`config.mk`:
```
export PLATFORM = sky130hd
export DESIGN_NAME = hsv_div_scheduler_flat
export DESIGN_NICKNAME = d
export VERILOG_FILES = /design/src/rtl/hsv_div_scheduler_if.sv /design/src/rtl/hsv_div_scheduler.sv /design/src/flat_wrapper.sv
export SDC_FILE = /design/constraint.sdc
export NUM_CORES = 1
export LEC_CHECK = 0
export CAP_MARGIN = 20
export CORE_MARGIN = 1.5
export CORE_UTILIZATION = 57
export CTS_BUF_LIST = sky130_fd_sc_hd__clkbuf_8
export DETAILED_ROUTE_END_ITERATION = 16
export HOLD_SLACK_MARGIN = 0.15
export PLACE_DENSITY = 0.8
export RECOVER_POWER = 50
export SETUP_SLACK_MARGIN = 0.15
export SLEW_MARGIN = 20
export SYNTH_ARGS = -nofsm -noshare
export SYNTH_HDL_FRONTEND = slang
export SYNTH_SLANG_ARGS = --single-unit
```
`constraint.sdc`:
```
create_clock -name clk -period 7.8 [get_ports clk]
set_input_delay 0.78 -clock clk [delete_from_list [all_inputs] [get_ports clk]]
set_output_delay 0.78 -clock clk [all_outputs]
set_load 0.005 [all_outputs]
```
`src/rtl/hsv_div_scheduler_if.sv`:
```
// Pixel-side and result-side handshake bundle for the RGB->HSV scheduler.
// The slave modport is the converter's view; master is the pixel source / result sink view.
interface hsv_div_scheduler_if;
    logic       in_valid;
    logic       in_ready;
    logic [7:0] in_r;
    logic [7:0] in_g;
    logic [7:0] in_b;
    logic       out_valid;
    logic       out_ready;
    logic [7:0] out_h;
    logic [7:0] out_s;
    logic [7:0] out_v;
    logic       busy;

    modport slave (
        input  in_valid, in_r, in_g, in_b, out_ready,
        output in_ready, out_valid, out_h, out_s, out_v, busy
    );

    modport master (
        output in_valid, in_r, in_g, in_b, out_ready,
        input  in_ready, out_valid, out_h, out_s, out_v, busy
    );
endinterface

```
`src/rtl/hsv_div_scheduler.sv`:
```
// Pixel-serial RGB->HSV converter; one restoring divider is shared between the hue
// quotient and the saturation quotient, sequenced by a small FSM.
//
// state   | meaning
// --------+-----------------------------------------------------------
// IDLE    | waiting for a pixel, in_ready high
// HUE_DIV | dividing |diff|*HUE_SCALE by delta, one quotient bit per cycle
// SAT_DIV | dividing 255*delta by max, one quotient bit per cycle
// DONE    | result presented, waiting for out_ready
module hsv_div_scheduler #(
    parameter int DIV_BITS  = 16,
    parameter int HUE_SCALE = 43
) (
    input  logic                  clk,
    input  logic                  reset_n,
    hsv_div_scheduler_if.slave    bus
);

    localparam int            CW       = $clog2(DIV_BITS);
    localparam logic [CW-1:0] CNT_LOAD = CW'(DIV_BITS - 1);

    typedef enum logic [1:0] {
        IDLE    = 2'd0,
        HUE_DIV = 2'd1,
        SAT_DIV = 2'd2,
        DONE    = 2'd3
    } state_t;

    state_t              state;
    logic [CW-1:0]       cnt;
    logic [DIV_BITS-1:0] quo;
    logic [7:0]          rem;
    logic [7:0]          dvs;
    logic [7:0]          max_q;
    logic [7:0]          off_q;
    logic                neg_q;
    logic [7:0]          hue_q;

    logic                in_ready_q;
    logic                out_valid_q;
    logic                busy_q;
    logic [7:0]          out_h_q;
    logic [7:0]          out_s_q;
    logic [7:0]          out_v_q;

    logic [7:0]          max_c;
    logic [7:0]          min_c;
    logic [7:0]          delta_c;
    logic [7:0]          off_c;
    logic [8:0]          diff_c;
    logic [7:0]          abs_c;
    logic [DIV_BITS-1:0] hue_dvd;
    logic [DIV_BITS-1:0] sat_dvd;
    logic [8:0]          rem_sh;
    logic                take;
    logic [7:0]          rem_nx;
    logic [DIV_BITS-1:0] quo_nx;
    logic [7:0]          hue_c;

    // Max selection uses strict compares so ties resolve R, then G, then B.
    always_comb begin
        max_c  = bus.in_r;
        off_c  = 8'd0;
        diff_c = {1'b0, bus.in_g} - {1'b0, bus.in_b};
        if (bus.in_g > max_c) begin
            max_c  = bus.in_g;
            off_c  = 8'd85;
            diff_c = {1'b0, bus.in_b} - {1'b0, bus.in_r};
        end
        if (bus.in_b > max_c) begin
            max_c  = bus.in_b;
            off_c  = 8'd171;
            diff_c = {1'b0, bus.in_r} - {1'b0, bus.in_g};
        end

        min_c = bus.in_r;
        if (bus.in_g < min_c) min_c = bus.in_g;
        if (bus.in_b < min_c) min_c = bus.in_b;
        delta_c = max_c - min_c;

        abs_c   = diff_c[8] ? 8'(-diff_c) : diff_c[7:0];
        hue_dvd = DIV_BITS'(abs_c) * DIV_BITS'(HUE_SCALE);
        // During HUE_DIV the divisor register still holds delta.
        sat_dvd = DIV_BITS'(dvs) * DIV_BITS'(255);

        // Remainder stays below the 8-bit divisor, so 9 bits suffice for the trial.
        rem_sh = {rem, quo[DIV_BITS-1]};
        take   = (rem_sh >= {1'b0, dvs});
        rem_nx = take ? 8'(rem_sh - {1'b0, dvs}) : rem_sh[7:0];
        quo_nx = {quo[DIV_BITS-2:0], take};

        hue_c = neg_q ? (off_q - quo_nx[7:0]) : (off_q + quo_nx[7:0]);
    end

    always_ff @(posedge clk) begin
        if (!reset_n) begin
            state       <= IDLE;
            cnt         <= '0;
            quo         <= '0;
            rem         <= '0;
            dvs         <= '0;
            max_q       <= '0;
            off_q       <= '0;
            neg_q       <= 1'b0;
            hue_q       <= '0;
            in_ready_q  <= 1'b1;
            out_valid_q <= 1'b0;
            busy_q      <= 1'b0;
            out_h_q     <= '0;
            out_s_q     <= '0;
            out_v_q     <= '0;
        end else begin
            case (state)
                IDLE: begin
                    if (bus.in_valid) begin
                        max_q      <= max_c;
                        off_q      <= off_c;
                        neg_q      <= diff_c[8];
                        in_ready_q <= 1'b0;
                        busy_q     <= 1'b1;
                        if (delta_c == 8'd0) begin
                            out_h_q     <= 8'd0;
                            out_s_q     <= 8'd0;
                            out_v_q     <= max_c;
                            out_valid_q <= 1'b1;
                            state       <= DONE;
                        end else begin
                            quo   <= hue_dvd;
                            rem   <= '0;
                            dvs   <= delta_c;
                            cnt   <= CNT_LOAD;
                            state <= HUE_DIV;
                        end
                    end
                end

                HUE_DIV: begin
                    quo <= quo_nx;
                    rem <= rem_nx;
                    cnt <= cnt - 1'b1;
                    if (cnt == '0) begin
                        hue_q <= hue_c;
                        quo   <= sat_dvd;
                        rem   <= '0;
                        dvs   <= max_q;
                        cnt   <= CNT_LOAD;
                        state <= SAT_DIV;
                    end
                end

                SAT_DIV: begin
                    quo <= quo_nx;
                    rem <= rem_nx;
                    cnt <= cnt - 1'b1;
                    if (cnt == '0) begin
                        out_h_q     <= hue_q;
                        out_s_q     <= quo_nx[7:0];
                        out_v_q     <= max_q;
                        out_valid_q <= 1'b1;
                        state       <= DONE;
                    end
                end

                DONE: begin
                    if (bus.out_ready) begin
                        out_valid_q <= 1'b0;
                        in_ready_q  <= 1'b1;
                        busy_q      <= 1'b0;
                        state       <= IDLE;
                    end
                end

                default: begin
                    state       <= IDLE;
                    in_ready_q  <= 1'b1;
                    out_valid_q <= 1'b0;
                    busy_q      <= 1'b0;
                end
            endcase
        end
    end

    assign bus.in_ready  = in_ready_q;
    assign bus.out_valid = out_valid_q;
    assign bus.busy      = busy_q;
    assign bus.out_h     = out_h_q;
    assign bus.out_s     = out_s_q;
    assign bus.out_v     = out_v_q;

endmodule

```
`src/flat_wrapper.sv`:
```
// flat-port wrapper written by rule: the top's interface ports become plain ports
module hsv_div_scheduler_flat 
#(
    parameter int DIV_BITS  = 16,
    parameter int HUE_SCALE = 43
)
  (clk, reset_n, bus_in_valid, bus_in_r, bus_in_g, bus_in_b, bus_out_ready, bus_in_ready, bus_out_valid, bus_out_h, bus_out_s, bus_out_v, bus_busy);
  hsv_div_scheduler_if bus_i ();
  input  logic clk;
  input  logic reset_n;
  input wire logic [$bits(bus_i.in_valid)-1:0] bus_in_valid;
  input wire logic [$bits(bus_i.in_r)-1:0] bus_in_r;
  input wire logic [$bits(bus_i.in_g)-1:0] bus_in_g;
  input wire logic [$bits(bus_i.in_b)-1:0] bus_in_b;
  input wire logic [$bits(bus_i.out_ready)-1:0] bus_out_ready;
  output wire logic [$bits(bus_i.in_ready)-1:0] bus_in_ready;
  output wire logic [$bits(bus_i.out_valid)-1:0] bus_out_valid;
  output wire logic [$bits(bus_i.out_h)-1:0] bus_out_h;
  output wire logic [$bits(bus_i.out_s)-1:0] bus_out_s;
  output wire logic [$bits(bus_i.out_v)-1:0] bus_out_v;
  output wire logic [$bits(bus_i.busy)-1:0] bus_busy;
  assign bus_i.in_valid = bus_in_valid;
  assign bus_i.in_r = bus_in_r;
  assign bus_i.in_g = bus_in_g;
  assign bus_i.in_b = bus_in_b;
  assign bus_i.out_ready = bus_out_ready;
  assign bus_in_ready = bus_i.in_ready;
  assign bus_out_valid = bus_i.out_valid;
  assign bus_out_h = bus_i.out_h;
  assign bus_out_s = bus_i.out_s;
  assign bus_out_v = bus_i.out_v;
  assign bus_busy = bus_i.busy;
  hsv_div_scheduler #(.DIV_BITS(DIV_BITS), .HUE_SCALE(HUE_SCALE)) u_core (.clk(clk), .reset_n(reset_n), .bus(bus_i));
endmodule
```
Word-level counts from Yosys, hierarchy flattened
Index checks and enable logic that the tools add are counted.

operators by class
  $add $sub $neg = 9
  $mul = 2
  $lt $le $gt $ge = 5
  equal/unequal tests = 9
  mux-type cells = 52
  reductions and logical operators = 16

operator list
  operator                                           number
  two-way mux 8 bit                                  20
  case mux 8 bit (2 select lines)                    4
  two-way mux 16 bit                                 3
  case mux 16 bit (3 select lines)                   1
  subtractor 8 x 8 -> 9 bit                          3
  case mux 8 bit (3 select lines)                    1
  subtractor 8 bit                                   3
  two-way mux 9 bit                                  2
  greater-than comparator 8 bit                      2
  < comparator 8 bit                                 2
  multiplier 8 x 8 -> 16 bit, second input constant  1
  multiplier 8 x 6 -> 14 bit, second input constant  1
  two-way mux 4 bit                                  3
  case mux 4 bit (3 select lines)                    1
  AND reduction 4 bit                                3
  two-way mux 2 bit                                  5
  greater-or-equal comparator 9 x 8 -> 1 bit         1
  adder 8 bit                                        1
  zero test 8 bit                                    1
  negator 8 bit                                      1
  case mux 2 bit (4 select lines)                    1
  two-way mux 1 bit                                  7
  two-way mux 7 bit                                  1
  != test 2 x 1 -> 1 bit, second input constant      3
  13 further kinds                                   22

storage, ports and cells
  register bits after elaboration = 90
  output and inout bits = 27
  logic and storage cells = 108

Logic depth before layout (Yosys ltp)
Gate-level depths: netlist of the first run.

  word-level depth = 10
  depth in mapped cells = 37
  gate-level depth less buffers = 34

Least setup slack after synthesis of the first run
No wires, ideal clock.

  path type = input-to-reg
  from = input bus_in_g[1]
  to = register u_core.quo[13]
  library setup time = 134 ps
  arrival time = 8,257 ps
  required time = 7,666 ps
  setup slack = -591 ps
  cell stages on the path = 35
  buffers on the path = 5
  cells stage by stage = inv_1 ha_1 nor2b_1 o31a_1 o31a_1 nor2_1 clkbuf_1 buf_1 a21oi_1 ha_1 a21oi_1 o21ai_0 mux2i_1 a21o_1 clkbuf_1 clkbuf_1 nor2_1 nor2_1 clkbuf_1 o21ai_0 xnor2_1 ha_1 ha_1 fa_1 fa_1 a21o_1 a21oi_1 nor2b_1 o21ai_0 a21oi_1 a31oi_1 xor2_1 nor2_1 a221oi_1 a211oi_1

on the way
  longest elaborated chain between the ends = 10
  elaborated cells on any way between the ends = 22
  those cells by class = add/sub: 4; mul: 1; order compare: 4; eq/ne: 1; mux: 10; reduce/logical: 2

RTL lines
  element                           line                      source
  from (decl)                       flat_wrapper.sv:13        input wire logic [$bits(bus_i.in_g)-1:0] bus_in_g;
  greater-than comparator 8 bit     hsv_div_scheduler.sv:65   if (bus.in_g > max_c) begin
  two-way mux 8 bit                 hsv_div_scheduler.sv:65
  greater-than comparator 8 bit     hsv_div_scheduler.sv:70   if (bus.in_b > max_c) begin
  two-way mux 9 bit                 hsv_div_scheduler.sv:70
  negator 8 bit                     hsv_div_scheduler.sv:81   abs_c = diff_c[8] ? 8'(-diff_c) : diff_c[7:0];
  two-way mux 8 bit                 hsv_div_scheduler.sv:81
  multiplier 8 x 6 -> 14 bit        hsv_div_scheduler.sv:82   hue_dvd = DIV_BITS'(abs_c) * DIV_BITS'(HUE_SCALE);
  two-way mux 16 bit                hsv_div_scheduler.sv:121  if (delta_c == 8'd0) begin
  two-way mux 16 bit                hsv_div_scheduler.sv:115  if (bus.in_valid) begin
  case mux 16 bit (3 select lines)  hsv_div_scheduler.sv:113  case (state)
  to (signal assigned)              hsv_div_scheduler.sv:128  quo <= hue_dvd;
  to (signal assigned)              hsv_div_scheduler.sv:138  quo <= quo_nx;
  to (signal assigned)              hsv_div_scheduler.sv:143  quo <= sat_dvd;
  to (decl)                         hsv_div_scheduler.sv:31   logic [DIV_BITS-1:0] quo;

Parallel ways exist; a longest one is shown, timed or not. The select of a mux whose other input is x is not followed.
A chain may end at the register's enable or synchronous reset.

Worst setup path in the final report of the first run
  from = input bus_in_g[0]
  to = register u_core.quo[13]

The elaborated chain is that of the path after synthesis.

==> results.tsv, run 1 <==
metric	value	unit
clock skew	19.9	ps
first-pass GRT wire length	42.0	mm
Seq/Total Area, Yosys	18.0	%
reg2reg start	u_core.dvs[1]	
WS Path Type	in -> reg	
Final Setup Violations	0	
initial antenna violation count	0	
Slew headroom	-21.7	%
Die Span Y	132	µm
total CTS buffers	9	
hold path depth	1	
most frequent cells in the layout	ha_1, buf_4, inv_1, nor2_1	
Critical Path Start	bus_in_g[0]	
Synth Instances	1163	
final hold violation count	0	
Worst setup SP type	input pin	
Total GRT Usage	29.3	%
number of vias per cell	5.93	
crit-path max FO	5	
outcome	finished with violations	
Required @ worst endpoint	7990	ps
Detail Route Antenna Nets	0	
TritonCTS clock tree	done	
drt first pass iters	7	
Worst R2R Path Depth	21	
# H-tree levels	3	
hpwl dp	19.7	mm
hold wc startpoint	u_core.hue_q[0]	
routability cong.	0.953	
Synth top area share	18.0	%
#FFs+latches synth	85	
port buffer count	54	
Post-Syn Nets	1371	
CTS clk-pin slew, worst paths	100	ps
number of global-route vias before repair	8927	
setup ws final	290	ps
clk root buf	clkbuf_8	
Placement Rows	46	
failing checks	max-capacitance violations, max-slew violations	
Worst Hold Path EP	u_core.bus.out_h[0]	
Tightest Hold Check Type	reg -> reg	
CP endpoint kind	flip-flop	
CTS Buffer Depth	2	
I/O pin total	55	
highest clock rate	133	MHz
Die Width	132	µm
Reg2Reg Setup Slack	2360	ps
Slew Viols, Final	54	
R2R Path End	u_core.hue_q[7]	
die area	17400	µm²
DRT iter0 DRCs	614	
drt wl/cell	16.7	µm
DR DRC count	0	
Ys Warns	0	
crit path time final	7510	ps
Synth cell types	76	
area leader, netlist	dfxtp_1	
worst-margin pin slew	1820	ps
Crit-path slowest cell	clkdlybuf4s50_1	
core area	16100	µm²
gr ovfl total	0	
Place WS	-405	ps
Post-synth ARST share	0	%
syn avg cell area	8.13	µm²
Diodes inserted	0	
layout cells sized above 1	17.2	%
Most used DFF post-synth	dfxtp_1	
Post-synth EDFFs	0	
DRT Wirelength	25.7	mm
clk_lat worst skew	380	ps
CP Data Arrival Time	7700	ps
CP max stage delay	550	ps
largest net degree at the start of global routing	54	
Final #Nets	1528	
starting density of the core	58.9	%
clock sinks	85	
top post-synthesis cells by area	dfxtp_1, ha_1, fa_1	
Max Cap Viol	1	
Cell Area, Synth	9460	µm²
Syn-to-layout area delta	23.4	%
period utilization	96.3	%
vias	9131	
[how the worst max path moves through the flow]
stage                     cells after the start             end
after CTS                                    34  u_core.quo[13]
after detailed placement                     34  u_core.quo[13]
after global routing                         36  u_core.quo[12]
final                                        34  u_core.quo[13]
after floorplan                              35  u_core.quo[13]
after global placement                       34  u_core.quo[13]
[flip-flops by register name, summed over array words and instances, names as in the netlist]
signal	flops
u_core.rem	8
u_core.bus.out_v	8
u_core.state	2
u_core.hue_q	8
u_core.off_q	3
u_core.bus.busy	1
u_core.bus.out_valid	1
u_core.bus.in_ready	1
u_core.neg_q	1
u_core.bus.out_s	8
u_core.dvs	8
u_core.cnt	4
u_core.max_q	8
u_core.bus.out_h	8
u_core.quo	16
[metrics by stage]
step	instance area, µm²	hold WS (ps)	setup TNS (ps)	util (%)	cells
after detailed placement	11100	451	-2140	69.2	1513
final	11700	459	0	72.7	1541
after floorplan	9490	432	0	-	1163
after global placement	11100	440	-630	69.2	1513
after CTS	11300	462	0	70.6	1533
after global routing	11700	487	-231	72.7	1541
[critical path: cells and delay by family]
kind            cells  cell delay [ps]
mux                 1              200
simple gates        4              340
buf+inv             7             1370
compound gates     13             2670
fa+ha+maj           7             2030
xor+xnor            2              320
[routing by layer]
layer  track usage [%]  wire length, µm
met1              37.6            11200
met2              49.8            12300
met3              4.54             1400
met4              11.0              763
met5                 0                0
[Yosys cell counts, types with 3 or more instances]
library cell  count
xnor2_1          47
o311a_1           4
a21oi_1          95
o31a_1            4
o211ai_1          6
o41ai_1           3
o31ai_1           7
nand3_1          18
a311oi_1          8
o21bai_1          5
mux2i_1          25
o21ai_0          63
nor4_1            5
xor2_1           23
a22o_1           15
nand4_1           5
clkbuf_1         31
nand2b_1          9
nor2b_1          13
and2_1            5
and3_1            6
inv_1           127
a221oi_1          7
fa_1             45
nor3_1           30
a31oi_1          10
o22ai_1           6
or2_2             4
a211oi_1         24
a21oi_2           4
dfxtp_1          85
ha_1            135
buf_2            11
o21a_1            8
o21ai_2           4
a21o_1           22
a2111oi_0         6
nand2_1          86
buf_1             3
a21boi_0          3
nor2_1           93
o21ai_1           5
a31o_2            3
or3_1             7
[logic make-up (layout without fill, tap and decap cells)]
kind of cell             after synthesis  after routing  synth area share [%]
AO/OA/AOI/OAI                        335            335                  23.7
buffers and inverters                174            335                  7.13
XOR/XNOR                              71             71                  6.73
multiplexers                          27             27                  2.88
flip-flops                            85             85                  18.0
adder cells (fa/ha/maj)              180            180                  27.4
AND/OR/NAND/NOR                      291            292                  14.2
[area by class of cell]
class,instances,area [µm²]
Clock buffer,9,124
Sequential cell,85,1700
Fill cell,1145,4380
Inverter,128,480
Clock inverter,7,50.0
Tap cell,216,270
Multi-Input combinational cell,905,7400
Timing Repair Buffer,191,1650
[what timing repair did]
action / in CTS / in global routing
buffers inserted: 3 / 8
pin swaps: 5 / 26
hold endpoints to repair: 0 / 0
resized for setup: 8 / 58
cloned: 1 / 0
hold buffers: 0 / 0
setup endpoints to repair: 6 / 53
Power of run 1 is not shown: default switching activity piles up to over one toggle a cycle in this logic, so the estimate is an artifact.
==> inputs of run 2 (changes only) <==
Settings changed: CORE_MARGIN 1.5 to 2, HOLD_SLACK_MARGIN 0.15 to 0.1.
==> results.tsv, run 2 (synthesized netlist as in run 1, its figures left out) <==
metric	value	unit	change
hold wc startpoint	u_core.hue_q[3]		was u_core.hue_q[0]
met2 wire length	12.4	mm	was 12.3 mm
drt first pass iters	5		was 7
DR DRC count	0		unchanged
worst-margin pin slew	1860	ps	was 1820 ps
Slew Viols, Final	54		unchanged
R2R Path End	u_core.hue_q[7]		unchanged
drt wl/cell	17.1	µm	was 16.7 µm
clock skew	12.5	ps	was 19.9 ps
period utilization	96.0	%	was 96.3%
starting density of the core	57.7	%	was 58.9%
# hold bufs at CTS	0		unchanged
most common library cell in the layout ignoring fill and taps	ha_1		
clk root buf	clkbuf_8		unchanged
Top reg by flops	u_core.quo		unchanged
Detail Route Antenna Nets	0		unchanged
Final Setup Violations	0		unchanged
Placement Rows	47		was 46
Reg2Reg Setup Slack	2440	ps	was 2360 ps
hpwl dp	19.8	mm	was 19.7 mm
Max Cap Viol	1		unchanged
dpl cells	1505		was 1,513
CP Data Arrival Time	7650	ps	was 7700 ps
hold path depth	2		was 1
final hold violation count	0		unchanged
most frequent cells in the layout	ha_1, inv_1, buf_4, nor2_1		was ha_1, buf_4, inv_1, nor2_1
layout cells sized above 1	16.6	%	was 17.2%
crit-path max FO	7		was 5
TritonCTS clock tree	done		unchanged
outcome	finished with violations		unchanged
routability cong.	0.983		was 0.953
core area	16400	µm²	was 16,100 µm²
Storage cell area	1700	µm²	unchanged
Final #Nets	1519		was 1,528
Place WS	-375	ps	was -405 ps
initial antenna violation count	0		unchanged
CP endpoint kind	flip-flop		unchanged
Largest register FFs	16		unchanged
clk_lat worst skew	370	ps	was 380 ps
Syn-to-layout area delta	22.6	%	was 23.4%
Worst Hold Path EP	u_core.hue_q[3]		was u_core.bus.out_h[0]
CP max stage delay	540	ps	was 550 ps
DRT Wirelength	26.2	mm	was 25.7 mm
Crit-path slowest cell	fa_1		was clkdlybuf4s50_1
Tightest Hold Check Type	reg -> reg		unchanged
fill cell count	1211		was 1,145
failing checks	max-capacitance violations, max-slew violations		unchanged
first-pass GRT wire length	42.0	mm	about the same
crit path time final	7490	ps	was 7510 ps
largest net degree at the start of global routing	54		unchanged
vias	9186		was 9,131
highest clock rate	134	MHz	was 133 MHz
Worst R2R Path Depth	21		unchanged
Top Layer Used	met4		unchanged
Diodes inserted	0		unchanged
CP Buf/Inv Count	6		was 7
Required @ worst endpoint	7970	ps	was 7990 ps
Cell Count, Final, Fillers Out	1536		was 1,541
WS Path Type	in -> reg		unchanged
DRT iter0 DRCs	878		was 614
setup ws final	315	ps	was 290 ps
# H-tree levels	3		unchanged
gr ovfl total	0		unchanged
number of global-route vias before repair	8612		was 8,927
Total GRT Usage	28.8	%	was 29.3%
Die Width	133	µm	was 132 µm
clock sinks	85		unchanged
cell family with the largest share of critical-path delay	compound AO/OA/AOI/OAI gates		unchanged
Slew headroom	-24.2	%	was -21.7%
I/O pin total	55		unchanged
M1 wire length	11.1	mm	was 11.2 mm
total CTS buffers	9		unchanged
reg2reg start	u_core.dvs[1]		unchanged
number of vias per cell	5.98		was 5.93
Worst setup SP type	input pin		unchanged
CTS clk-pin slew, worst paths	90	ps	was 100 ps
Die Span Y	133	µm	was 132 µm
multi-input logic area	7390	µm²	was 7400 µm²
CTS Buffer Depth	2		unchanged
die area	17600	µm²	was 17,400 µm²
port buffer count	54		unchanged
met3 wire length	1.68	mm	was 1.40 mm
## run 2: how the worst max path moves through the flow
stage	start	endpoint	slack, ps	depth (start not counted)
global placement	bus_in_g[1]	u_core.quo[13]	-130	31
finish	bus_in_r[3]	u_core.quo[13]	310	33
floorplan	bus_in_g[1]	u_core.quo[13]	170	35
CTS	bus_in_g[1]	u_core.quo[13]	170	34
detailed placement	bus_in_g[1]	u_core.quo[13]	-380	34
global route	bus_in_g[5]	u_core.quo[13]	-80	35
## run 2: cell type report
cell class | count | share of cell area, %
multi-input cells | 904 | 63.8
inverters | 128 | 4.14
well taps | 220 | 2.37
flip-flops and latches | 85 | 14.7
clock inverters | 6 | 0.464
repair buffers | 183 | 13.4
clock buffers | 10 | 1.19
## run 2: tightest hold or removal path: stages, from the launching register on
cell,delay (ps)
dfxtp_1,320
nand2_1,50
a21oi_1,50
## run 2: metrics by stage
step	setup TNS, ps	util, %	hold slack [ps]	instance area (µm²)
floorplan	0	-	432	9490
global placement	-425	67.0	440	11000
detailed placement	-3850	67.0	447	11000
CTS	0	68.5	458	11200
global route	-160	70.7	476	11600
finish	0	70.7	454	11600
## run 2: what timing repair did
| action | 4_1_cts | 5_1_grt |
|---|---|---|
| buffers inserted | 3 | 12 |
| gates resized for setup | 10 | 71 |
| setup endpoints to repair | 6 | 53 |
| pin swaps | 2 | 28 |
| endpoints found under the hold margin | 0 | 0 |
## run 2: routing by layer
layer	up-vias	track usage, %
met5	-	0
met4	0	9.44
met3	109	3.30
met2	391	48.9
met1	4267	38.1
li1	4419	-
Power of run 2 is left out for the same reason.
==> inputs of run 3 (changes only) <==
Settings changed: ABC_AREA set to 1, REMOVE_ABC_BUFFERS set to 1.
==> results.tsv, run 3 <==
metric	value	unit	change
outcome	complete, no violations		was finished with violations
adder-cell share of the synthesized area	26.2	%	was 27.4%
period utilization	91.7	%	was 96.0%
first-pass GRT wire length	39.3	mm	was 42.0 mm
Final Setup Violations	0		unchanged
CTS Buffer Depth	2		unchanged
core area	17100	µm²	was 16,400 µm²
Seq/Total Area, Yosys	17.2	%	was 18.0%
dpl cells	1680		was 1,505
#FFs+latches synth	85		unchanged
cell mode on critical path	nand2_1		
placed cell area	10700	µm²	was 11,000 µm²
Post-synth ARST share	0	%	unchanged
Ys Warns	0		unchanged
DRT Wirelength	24.3	mm	was 26.2 mm
fill cell count	1523		was 1,211
clock skew	14.2	ps	was 12.5 ps
mux share of post-synthesis cell area	0	%	was 2.88%
largest family of logic cells by synthesized area	adder cells		unchanged
Die Span Y	136	µm	was 133 µm
port buffer count	54		unchanged
initial antenna violation count	0		unchanged
most frequent cells in the layout	nand2_1, inv_1, ha_1, nor2_1, a21oi_1		was ha_1, inv_1, buf_4, nor2_1
syn avg cell area	6.95	µm²	was 8.13 µm²
# H-tree levels	3		unchanged
most common cell in the netlist	nand2_1		was ha_1
CTS clk-pin slew, worst paths	100	ps	was 90 ps
highest clock rate	140	MHz	was 134 MHz
Post-synth top cells	nand2_1, inv_1, ha_1		was ha_1, inv_1, a21oi_1
area leader, netlist	dfxtp_1		unchanged
Most used DFF post-synth	dfxtp_1		unchanged
Crit-path slowest cell	fa_1		unchanged
Storage cell area	1700	µm²	unchanged
total CTS buffers	9		unchanged
layout cells sized above 1	8.73	%	was 16.6%
Cell Area, Synth	9900	µm²	was 9460 µm²
Tightest Hold Check Type	reg -> reg		unchanged
number of global-route vias before repair	8556		was 8,612
drt wl/cell	14.3	µm	was 17.1 µm
Worst setup SP type	input pin		unchanged
number of vias per cell	5.49		was 5.98
I/O pin total	55		unchanged
clk root buf	clkbuf_8		unchanged
met3 usage	3.37	%	was 3.30%
final hold violation count	0		unchanged
Slew Viols, Final	0		was 54
# hold bufs at CTS	0		unchanged
WS Path Type	in -> reg		unchanged
Top reg by flops	u_core.quo		unchanged
Required @ worst endpoint	8120	ps	was 7970 ps
fin area	11100	µm²	was 11,600 µm²
Die Width	136	µm	was 133 µm
top post-synthesis cells by area	dfxtp_1, ha_1, nand2_1		was dfxtp_1, ha_1, fa_1
Diodes inserted	0		unchanged
Slew headroom	34.2	%	was -24.2%
Max Cap Viol	0		was 1
post-synthesis xor/xnor area fraction	4.15	%	was 6.73%
crit path time final	7150	ps	was 7490 ps
CP Data Arrival Time	7470	ps	was 7650 ps
Detail Route Antenna Nets	0		unchanged
CP max stage delay	540	ps	about the same
Post-Route Utilization	64.8	%	was 70.7%
CP endpoint kind	flip-flop		unchanged
met1 capacity usage during global routing	33.5	%	was 38.1%
RSZ-0062 raised after global routing	no		
clk_lat worst skew	370	ps	about the same
most common library cell in the layout ignoring fill and taps	nand2_1		was ha_1
Global Route met2 Usage	45.8	%	was 48.9%
Final #Nets	1680		was 1,519
worst-margin pin slew	986	ps	was 1860 ps
Synth cell types	48		was 76
starting density of the core	57.8	%	was 57.7%
Syn-to-layout area delta	12.1	%	was 22.6%
Total GRT Usage	26.0	%	was 28.8%
Post-synth EDFFs	0		unchanged
crit-path max FO	9		was 7
largest net degree at the start of global routing	60		was 54
vias	9343		was 9,186
Cell Count, Final, Fillers Out	1702		was 1,536
Largest register FFs	16		unchanged
TritonCTS clock tree	done		unchanged
Synth Instances	1425		was 1,163
multi-input logic area	7280	µm²	was 7390 µm²
clock sinks	85		unchanged
most used routing layer	met2		unchanged
gr ovfl total	0		unchanged
Placement Rows	48		was 47
Synth top area share	17.2	%	was 18.0%
DR DRC count	0		unchanged
die area	18400	µm²	was 17,600 µm²
routability cong.	0.979		was 0.983
drt first pass iters	7		was 5
DRT iter0 DRCs	525		was 878
hpwl dp	18.9	mm	was 19.8 mm
simple-gate share of the synthesized area	22.8	%	was 14.2%
Synth Area in Compound Gates	18.5	%	was 23.7%
[run 3: worst paths after layout]
path	end	startpoint	slack, ps	cells after the start
hold / removal	u_core.bus.in_ready	u_core.bus.in_ready	470	2
setup / recovery	u_core.quo[13]	bus_in_g[3]	650	49
hold reg to reg	u_core.bus.in_ready	u_core.bus.in_ready	470	2
setup reg to reg	u_core.hue_q[7]	u_core.dvs[4]	3070	26
[run 3: stage by stage]
stage,hold slack (ps),setup TNS (ps),setup slack [ps]
floorplan,442,0,485
global placement,439,0,72.4
detailed placement,445,-218,-116
CTS,467,0,280
global route,488,0,59.8
finish,467,0,649
[run 3: what timing repair did]
item / CTS / global route
resized for setup: 0 / 40
setup buffers: 0 / 4
endpoints found under the hold margin: 0 / 0
endpoints found under the setup margin: 0 / 7
[run 3: metal layers]
layer / part of all wire (%) / wire (µm)
met3: 4.3 / 1060
met5: 0 / 0
met2: 49 / 12000
met4: 2.5 / 599
met1: 44 / 10700
[run 3: critical path: cells and delay by family]
family	cells	cell delay [ps]
AOI/OAI and AO/OA	8	1020
buffers and inverters	9	1090
and+or+nand+nor	26	2400
adders and majority gates	6	2160
[run 3: final cells by class]
cell class	count	area share (%)
well taps	225	2.54
clock inverters	6	0.632
multi-input cells	1068	65.6
repair buffers	85	7.04
clock buffers	10	1.24
inverters	223	7.58
flip-flops and latches	85	15.3
[run 3: logic make-up (layout without fill, tap and decap cells)]
family                   Yosys count  in the layout
AND/OR/NAND/NOR                  530            532
AO/OA/AOI/OAI                    310            310
buffers and inverters            274            324
adder cells (fa/ha/maj)          180            180
flip-flops                        85             85
XOR/XNOR                          46             46
Power of run 3 is left out for the same reason.
